[config.mk]
export PLATFORM = sky130hd
export DESIGN_NAME = spi_master
export DESIGN_NICKNAME = d
export VERILOG_FILES = /design/src/rtl/spi_pkg.sv /design/src/rtl/spi_clk_div.sv /design/src/rtl/spi_master.sv
export SDC_FILE = /design/constraint.sdc
export NUM_CORES = 1
export LEC_CHECK = 0
export CAP_MARGIN = 40
export CORE_UTILIZATION = 50
export DETAILED_ROUTE_END_ITERATION = 10
export PLACE_DENSITY = 0.74
export SLEW_MARGIN = 15
export SYNTH_ARGS = -nofsm -noshare
export SYNTH_HDL_FRONTEND = slang
export SYNTH_SLANG_ARGS = --single-unit
[constraint.sdc]
create_clock -name clk -period 2.75 [get_ports clk]
set_input_delay 0.55 -clock clk [delete_from_list [all_inputs] [get_ports clk]]
set_output_delay 0.55 -clock clk [all_outputs]
set_load 0.02 [all_outputs]
[src/rtl/spi_pkg.sv]
// Shared types and defaults for the SPI master: FSM state encoding and mode constants.
package spi_pkg;

  typedef enum logic [2:0] {
    ST_IDLE,
    ST_SETUP,
    ST_XFER,
    ST_HOLD,
    ST_DONE,
    ST_GAP
  } spi_state_e;

  localparam int unsigned DATA_BITS_DEF = 8;
  localparam int unsigned CPOL_DEF      = 0;
  localparam int unsigned CPHA_DEF      = 1;
  localparam int unsigned BRDV_DEF      = 2;
  localparam int unsigned LSBF_DEF      = 0;
  localparam int unsigned WCNT_W        = 6;

endpackage

[src/rtl/spi_clk_div.sv]
// BRDV tick generator: one-clk tick every BRDV cycles while enabled, held at zero otherwise.
module spi_clk_div
  import spi_pkg::*;
#(
  parameter int unsigned BRDV = BRDV_DEF
) (
  input  logic clk,
  input  logic n_rst,
  input  logic i_en,
  output logic o_tick_c
);

  localparam int unsigned CW = (BRDV > 1) ? $clog2(BRDV) : 1;

  logic [CW-1:0] r_cnt;
  logic          w_wrap;

  assign w_wrap   = (r_cnt == CW'(BRDV - 1));
  assign o_tick_c = i_en && w_wrap;

  // State changes only happen on a tick, so the wrap doubles as the clear on state entry.
  always_ff @(posedge clk or negedge n_rst) begin
    if (!n_rst) begin
      r_cnt <= '0;
    end else if (!i_en || w_wrap) begin
      r_cnt <= '0;
    end else begin
      r_cnt <= r_cnt + CW'(1);
    end
  end

endmodule

[src/rtl/spi_master.sv]
// Single-lane SPI master: elaboration-time mode, bit order and divider; burst or per-word SS framing.
module spi_master
  import spi_pkg::*;
#(
  parameter int unsigned DATA_BITS = DATA_BITS_DEF,
  parameter int unsigned CPOL      = CPOL_DEF,
  parameter int unsigned CPHA      = CPHA_DEF,
  parameter int unsigned BRDV      = BRDV_DEF,
  parameter int unsigned LSBF      = LSBF_DEF
) (
  input  logic                 clk,
  input  logic                 n_rst,
  input  logic                 spi_en,
  input  logic                 tied_SS,
  input  logic                 MISO,
  input  logic [DATA_BITS-1:0] data_in,
  input  logic [WCNT_W-1:0]    data_words,
  output logic                 SCK,
  output logic                 SS,
  output logic                 MOSI,
  output logic                 ready_out,
  output logic                 valid_out,
  output logic [DATA_BITS-1:0] data_out
);

  localparam int unsigned EW       = $clog2(2 * DATA_BITS + 1);
  localparam logic        SCK_IDLE = 1'(CPOL);
  localparam logic        PHA1     = (CPHA != 0);
  localparam logic        LSB1     = (LSBF != 0);

  spi_state_e           r_state;
  logic [EW-1:0]        r_edge;
  logic [DATA_BITS-1:0] r_tx;
  logic [DATA_BITS-1:0] r_rx;
  logic [WCNT_W-1:0]    r_words;

  logic                 w_tick;
  logic                 w_div_en;
  logic                 w_leading;
  logic                 w_last;
  logic                 w_drive;
  logic                 w_sample;
  logic                 w_tx_bit;
  logic [DATA_BITS-1:0] w_tx_shift;
  logic [DATA_BITS-1:0] w_rx_shift;
  logic                 w_din_bit;
  logic [DATA_BITS-1:0] w_din_shift;
  logic [DATA_BITS-1:0] w_tx_load;
  logic                 w_mosi_load;
  logic                 w_more_words;

  assign w_div_en = (r_state == ST_SETUP) || (r_state == ST_XFER) || (r_state == ST_HOLD);

  spi_clk_div #(.BRDV(BRDV)) u_clk_div (
    .clk      (clk),
    .n_rst    (n_rst),
    .i_en     (w_div_en),
    .o_tick_c (w_tick)
  );

  // Edges are numbered from 1; odd-numbered edges are leading edges.
  assign w_leading = ~r_edge[0];
  assign w_last    = (r_edge == EW'(2 * DATA_BITS - 1));
  assign w_drive   = PHA1 ? w_leading : (!w_leading && !w_last);
  assign w_sample  = PHA1 ? !w_leading : w_leading;

  assign w_tx_bit    = LSB1 ? r_tx[0] : r_tx[DATA_BITS-1];
  assign w_tx_shift  = LSB1 ? {1'b0, r_tx[DATA_BITS-1:1]} : {r_tx[DATA_BITS-2:0], 1'b0};
  assign w_rx_shift  = LSB1 ? {MISO, r_rx[DATA_BITS-1:1]} : {r_rx[DATA_BITS-2:0], MISO};
  assign w_din_bit   = LSB1 ? data_in[0] : data_in[DATA_BITS-1];
  assign w_din_shift = LSB1 ? {1'b0, data_in[DATA_BITS-1:1]} : {data_in[DATA_BITS-2:0], 1'b0};

  // With CPHA=0 the first bit must already be on MOSI when SETUP begins.
  assign w_tx_load   = PHA1 ? data_in : w_din_shift;
  assign w_mosi_load = PHA1 ? MOSI : w_din_bit;

  assign w_more_words = (r_words != WCNT_W'(1));

  always_ff @(posedge clk or negedge n_rst) begin
    if (!n_rst) begin
      r_state   <= ST_IDLE;
      r_edge    <= '0;
      r_tx      <= '0;
      r_rx      <= '0;
      r_words   <= '0;
      SCK       <= SCK_IDLE;
      SS        <= 1'b1;
      MOSI      <= 1'b0;
      ready_out <= 1'b1;
      valid_out <= 1'b0;
      data_out  <= '0;
    end else begin
      valid_out <= 1'b0;
      case (r_state)
        ST_IDLE: begin
          if (spi_en) begin
            r_words   <= (data_words == '0) ? WCNT_W'(1) : data_words;
            r_tx      <= w_tx_load;
            MOSI      <= w_mosi_load;
            r_edge    <= '0;
            SS        <= 1'b0;
            ready_out <= 1'b0;
            r_state   <= ST_SETUP;
          end
        end
        ST_SETUP: begin
          if (w_tick) r_state <= ST_XFER;
        end
        ST_XFER: begin
          if (w_tick) begin
            SCK    <= ~SCK;
            r_edge <= r_edge + EW'(1);
            if (w_drive) begin
              MOSI <= w_tx_bit;
              r_tx <= w_tx_shift;
            end
            if (w_sample) r_rx <= w_rx_shift;
            if (w_last) r_state <= ST_HOLD;
          end
        end
        ST_HOLD: begin
          if (w_tick) begin
            data_out  <= r_rx;
            valid_out <= 1'b1;
            r_state   <= ST_DONE;
          end
        end
        ST_DONE: begin
          r_words   <= r_words - WCNT_W'(1);
          ready_out <= 1'b1;
          if (!tied_SS && w_more_words) begin
            r_state <= ST_GAP;
          end else begin
            SS      <= 1'b1;
            MOSI    <= 1'b0;
            r_state <= ST_IDLE;
          end
        end
        ST_GAP: begin
          if (spi_en) begin
            r_tx      <= w_tx_load;
            MOSI      <= w_mosi_load;
            r_edge    <= '0;
            ready_out <= 1'b0;
            r_state   <= ST_SETUP;
          end else if (tied_SS) begin
            SS      <= 1'b1;
            MOSI    <= 1'b0;
            r_state <= ST_IDLE;
          end
        end
        default: r_state <= ST_IDLE;
      endcase
    end
  end

endmodule

Yosys cells after proc, flatten, opt, wreduce, memory -nomap -nowiden:

Cells that the tools add are included.

* register bits after elaboration: 44
* logic and storage cells: 93

* eq/ne operators: 18
* reductions and logical operators: 25
* add/subtract/negate cells: 3
* bitwise logic cells: 1
* multiplexer cells: 34

Operators by type and width (count)
* 2-to-1 mux 3 bit: 8
* 2-to-1 mux 8 bit: 3
* case mux 3 bit (6 select lines): 1
* case mux 8 bit (2 select lines): 1
* 2-to-1 mux 1 bit: 12
* 2-to-1 mux 6 bit: 2
* != test 2 bit, second input constant: 6
* case mux 6 bit (2 select lines): 1
* AND reduction 6 bit: 2
* 2-to-1 mux 5 bit: 2
* case mux 5 bit (2 select lines): 1
* != test 2 x 1 -> 1 bit, second input constant: 4
* AND reduction 2 bit: 4
* equality test 3 x 2 -> 1 bit, second input constant: 2
* equality test 3 bit, second input constant: 2
* zero test 6 bit: 1
* != test 6 x 1 -> 1 bit, second input constant: 1
* case mux 1 bit (3 select lines): 2
* AND reduction 3 bit: 2
* nonzero test 2 bit: 3
* nonzero test 3 bit: 2
* subtractor 6 x 1 -> 6 bit, second input constant: 1
* adder 5 x 1 -> 5 bit, second input constant: 1
* equality test 5 x 4 -> 1 bit, second input constant: 1
* 12 further kinds: 16

Logic depth before layout (Yosys ltp):

* word-level depth: 6
* depth in mapped cells: 6
* depth with buffers taken out: 6

By module:

From an unflattened synthesis, not the netlist that was laid out.

* cells, all modules: 208
* area total of the unflattened synthesis: 2133.3 µm²

Modules (own cells, without submodules)
* spi_master: instances 1, area each 2092.0 µm², cells an instance 205, seq. area each 1078.5 µm²
* spi_clk_div: instances 1, area each 41.3 µm², cells an instance 3, seq. area each 25.0 µm²

Worst setup path before layout:

Ideal clock, no wire load.

* path kind: reg-to-reg
* from: register r_words[0]
* to: register r_words[4]
* stages on the path, launching flop included: 6
* setup slack: 1277 ps
* library setup time: 139 ps
* arrival time: 1334 ps
* clock period less this slack: 1473 ps
* cells stage by stage: dfrtp_1 -> inv_1 -> ha_1 -> or3b_2 -> a21oi_1 -> o22ai_2

* longest elaborated chain between the ends: 2

RTL lines
* start, declared: RTL line spi_master.sv:35 `logic [WCNT_W-1:0] r_words;`
* start signal, assigned: RTL line spi_master.sv:97 `r_words <= (data_words == '0) ? WCNT_W'(1) : data_words;`
* start signal, assigned: RTL line spi_master.sv:129 `r_words <= r_words - WCNT_W'(1);`
* subtractor 6 x 1 -> 6 bit: RTL line spi_master.sv:129
* case mux 6 bit (2 select lines): RTL line spi_master.sv:94 `case (r_state)`

No other way between the ends.
A chain may end at the register's enable or synchronous reset.

Worst setup path after layout:

* from: register SS
* to: output SS

RTL lines
* start, declared: RTL line spi_master.sv:19 `output logic SS,`
* start signal, assigned: RTL line spi_master.sv:87 `SS <= 1'b1;`
* start signal, assigned: RTL line spi_master.sv:101 `SS <= 1'b0;`
* start signal, assigned: RTL line spi_master.sv:134 `SS <= 1'b1;`

No word-level cell between the ends.

==> run summary <==
First-pass GRT wire length -> 6730 µm
CP Max Fanout -> 2
CP bufs+invs -> 1
Ys Warns -> 0
Vias in the first global route -> 1417
Synth Instances -> 199
Xor/xnor share of the synthesized area -> 0.0245
Post-Syn Area -> 2090 µm²
Drt first pass iters -> 4
Worst-case clock buffer depth -> 2
Compound-Gate Fraction of Synth Area -> 0.131
Status -> finished clean
GRT Total Usage -> 0.204
DRC viols -> 0
CP max-delay cell -> clkdlybuf4s50_1
LEAKAGE -> 1.13 nW
Final WS setup -> 0.762 ns
Post-Synth Adder-Cell Area -> 0.0239
Slew @ Worst Pin -> 0.555 ns
Cell Chain, Critical Path -> clkdlybuf4s50_1
Initial DRC count -> 110
Non-Filler Instances -> 284
Most frequent cells in the layout -> 42 x dfrtp_1, 36 x nand2_1, 30 x clkdlybuf4s50_1
RSZ-0062 raised after global routing -> no
Setup crit start kind -> flip-flop
Syn nets -> 222
Die Y -> 66.7 µm
GRT overflow -> 0
DR WL/cell -> 14.0 µm
Post-synthesis sequential area ratio -> 0.527
WP data arrival -> 1.44 ns
Initial Utilization -> 0.523
CP Capture Type -> output port
Number of synthesized flops with an enable pin -> 0
Pwr Total -> 2.55 mW
Post-placement worst setup slack -> 0.782 ns
Main combinational cell family by area after synthesis -> simple AND/OR/NAND/NOR gates
Avg Cell Area, Syn -> 10.5 µm²
Most common cell after layout, fill and taps aside -> dfrtp_1
Hold Crit Class -> in2async
Share of layout cells above drive strength 1 -> 0.137
Period utilization -> 0.723
Nets@finish -> 256
Max Freq -> 503 MHz
Total negative slack -> 0 ns
Clock sink total -> 44
Worst Path Required -> 2.20 ns
MaxCap Viol Count -> 0
CTS tree -> done
Clock skew -> 0.00783 ns
Delay-heaviest family, CP -> buffers and inverters
Placed Cells -> 276
I/O pins -> 32
Die W -> 66.7 µm
Core Footprint -> 4000 µm²
CP peak stage delay -> 0.61 ns
Initial antenna violation count -> 0
Total CTS buffers -> 5
CTS resizes -> 0
Worst vdd ir -> 0.000633 V
Clock transition at path regs -> 0.09 ns
Post-DRT Antenna Nets -> 0
Hold_buf cts -> 0
Placed cell areas -> 2430 µm²
Fin area -> 2550 µm²
Synth Flop Type -> dfrtp_1
Filler cells -> 350
Post-synth cell types -> 50
Post-CTS Setup Bufs -> 0
Clk_lat worst skew -> 0.29 ns
Die ar. -> 4450 µm²
Endpoints failing hold -> 0
Async set or reset register ratio after synthesis -> 1.00
Slew HR -> 0.628
Synth Area in Simple Gates -> 0.182
Final HPWL DP -> 2740 µm
Global placer's final weighted congestion -> 0.781
Slew Viols, Final -> 0
Mux share of post-synthesis cell area -> 0.0765
Number of synthesized register bits -> 44
H-tree depth -> 2
Pwr Density -> 1000 nW/µm²
Largest net degree at the start of global routing -> 25
Rows -> 23
Vias -> 1530
Root buf cell -> clkbuf_8
Diodes inserted -> 0
Final min period -> 1.99 ns
Routed WL -> 3970 µm
Crit path kind -> reg2out
IO Port Bufs -> 31
Via density -> 5.39
# setup viols final -> 0
Area delta synth->final -> 21.8%
-- power by group --
part | internal (mW) | switching (mW)
combinational | 0.441 | 0.531
sequential | 0.871 | 0.205
clock | 0.274 | 0.229
total | 1.59 | 0.965
-- cells by family (layout without fill, tap and decap cells) --
group | count (synthesis) | after routing
DFF | 44 | 44
buffers and inverters | 14 | 49
adders and majority gates | 4 | 4
AOI/OAI and AO/OA | 41 | 41
and+or+nand+nor | 76 | 76
xor gates and xnor gates | 5 | 5
muxes | 15 | 15
-- cells in the mapped netlist (3+ instances only) --
cell type	number	area (µm²)
nand3_1	3	15.0
dfrtp_1	42	1050
buf_2	4	20.0
mux2_2	8	90.1
inv_1	7	26.3
nand2b_1	3	18.8
nand2_1	36	135
o21ai_1	3	15.0
nor2_1	16	60.1
o21ai_0	8	40.0
mux2i_1	7	70.1
a21oi_1	13	65.1
ha_1	4	50.1
-- worst register-to-register path: stages, from the launching register on --
cell and delay [ns]:
dfrtp_1 0.56, nand4bb_1 0.54, o22ai_4 0.52, nor2_1 0.10, a21oi_1 0.15
-- sequential cells by signal, indices dropped and copies added, names as in the netlist --
signal,count
SS,1
ready_out,1
r_tx,8
data_out,8
u_clk_div.r_cnt,1
SCK,1
r_edge,5
MOSI,1
r_words,6
r_state,3
r_rx,8
valid_out,1
-- metrics by stage --
| step | utilization | hold slack [ns] |
|---|---|---|
| 2_1_floorplan | - | 0.254 |
| 3_3_place_gp | 0.608 | 0.446 |
| 3_5_place_dp | 0.608 | 0.449 |
| 4_1_cts | 0.637 | 0.220 |
| 5_1_grt | 0.637 | 0.245 |
| 6_report | 0.637 | 0.206 |
-- cell type report --
| cell class | count | area (µm²) | share of cell area |
|---|---|---|---|
| multi-input combinational | 141 | 917 | 0.360 |
| clock inverter | 3 | 47.5 | 0.0186 |
| clock buffer | 5 | 68.8 | 0.0270 |
| inverter | 8 | 30.0 | 0.0118 |
| tap | 50 | 62.6 | 0.0245 |
| timing repair buffer | 33 | 320 | 0.126 |
| sequential | 44 | 1100 | 0.433 |
-- layer usage --
metal / GRT usage / vias up / routed length (µm) / share of wire
li1: - / 763 / - / -
met1: 0.283 / 737 / 1930 / 0.49
met2: 0.319 / 26 / 1860 / 0.47
met3: 0.0462 / 4 / 130 / 0.033
met4: 0.0559 / 0 / 44 / 0.011
met5: 0 / - / 0 / 0
-- path summary, 6_finish.rpt --
check                                            start                      end  slack (ns)  cells after the start
min in group clk                   r_rx[7]$_DFFE_PN0P_  data_out[7]$_DFFE_PN0P_        0.46                      2
worst min-delay path                             n_rst   r_words[2]$_DFFE_PN0P_        0.21                      1
worst min register to register     r_rx[7]$_DFFE_PN0P_  data_out[7]$_DFFE_PN0P_        0.46                      2
worst max-delay path                    SS$_DFFE_PN1P_                       SS        0.76                      1
worst max register to register  r_state[0]$_DFFE_PN0P_      r_tx[3]$_DFFE_PN0P_        0.79                      4
max in group asynchronous                        n_rst           SS$_DFFE_PN1P_        1.80                      2
No activity file was read; power rests on OpenSTA's default activity.
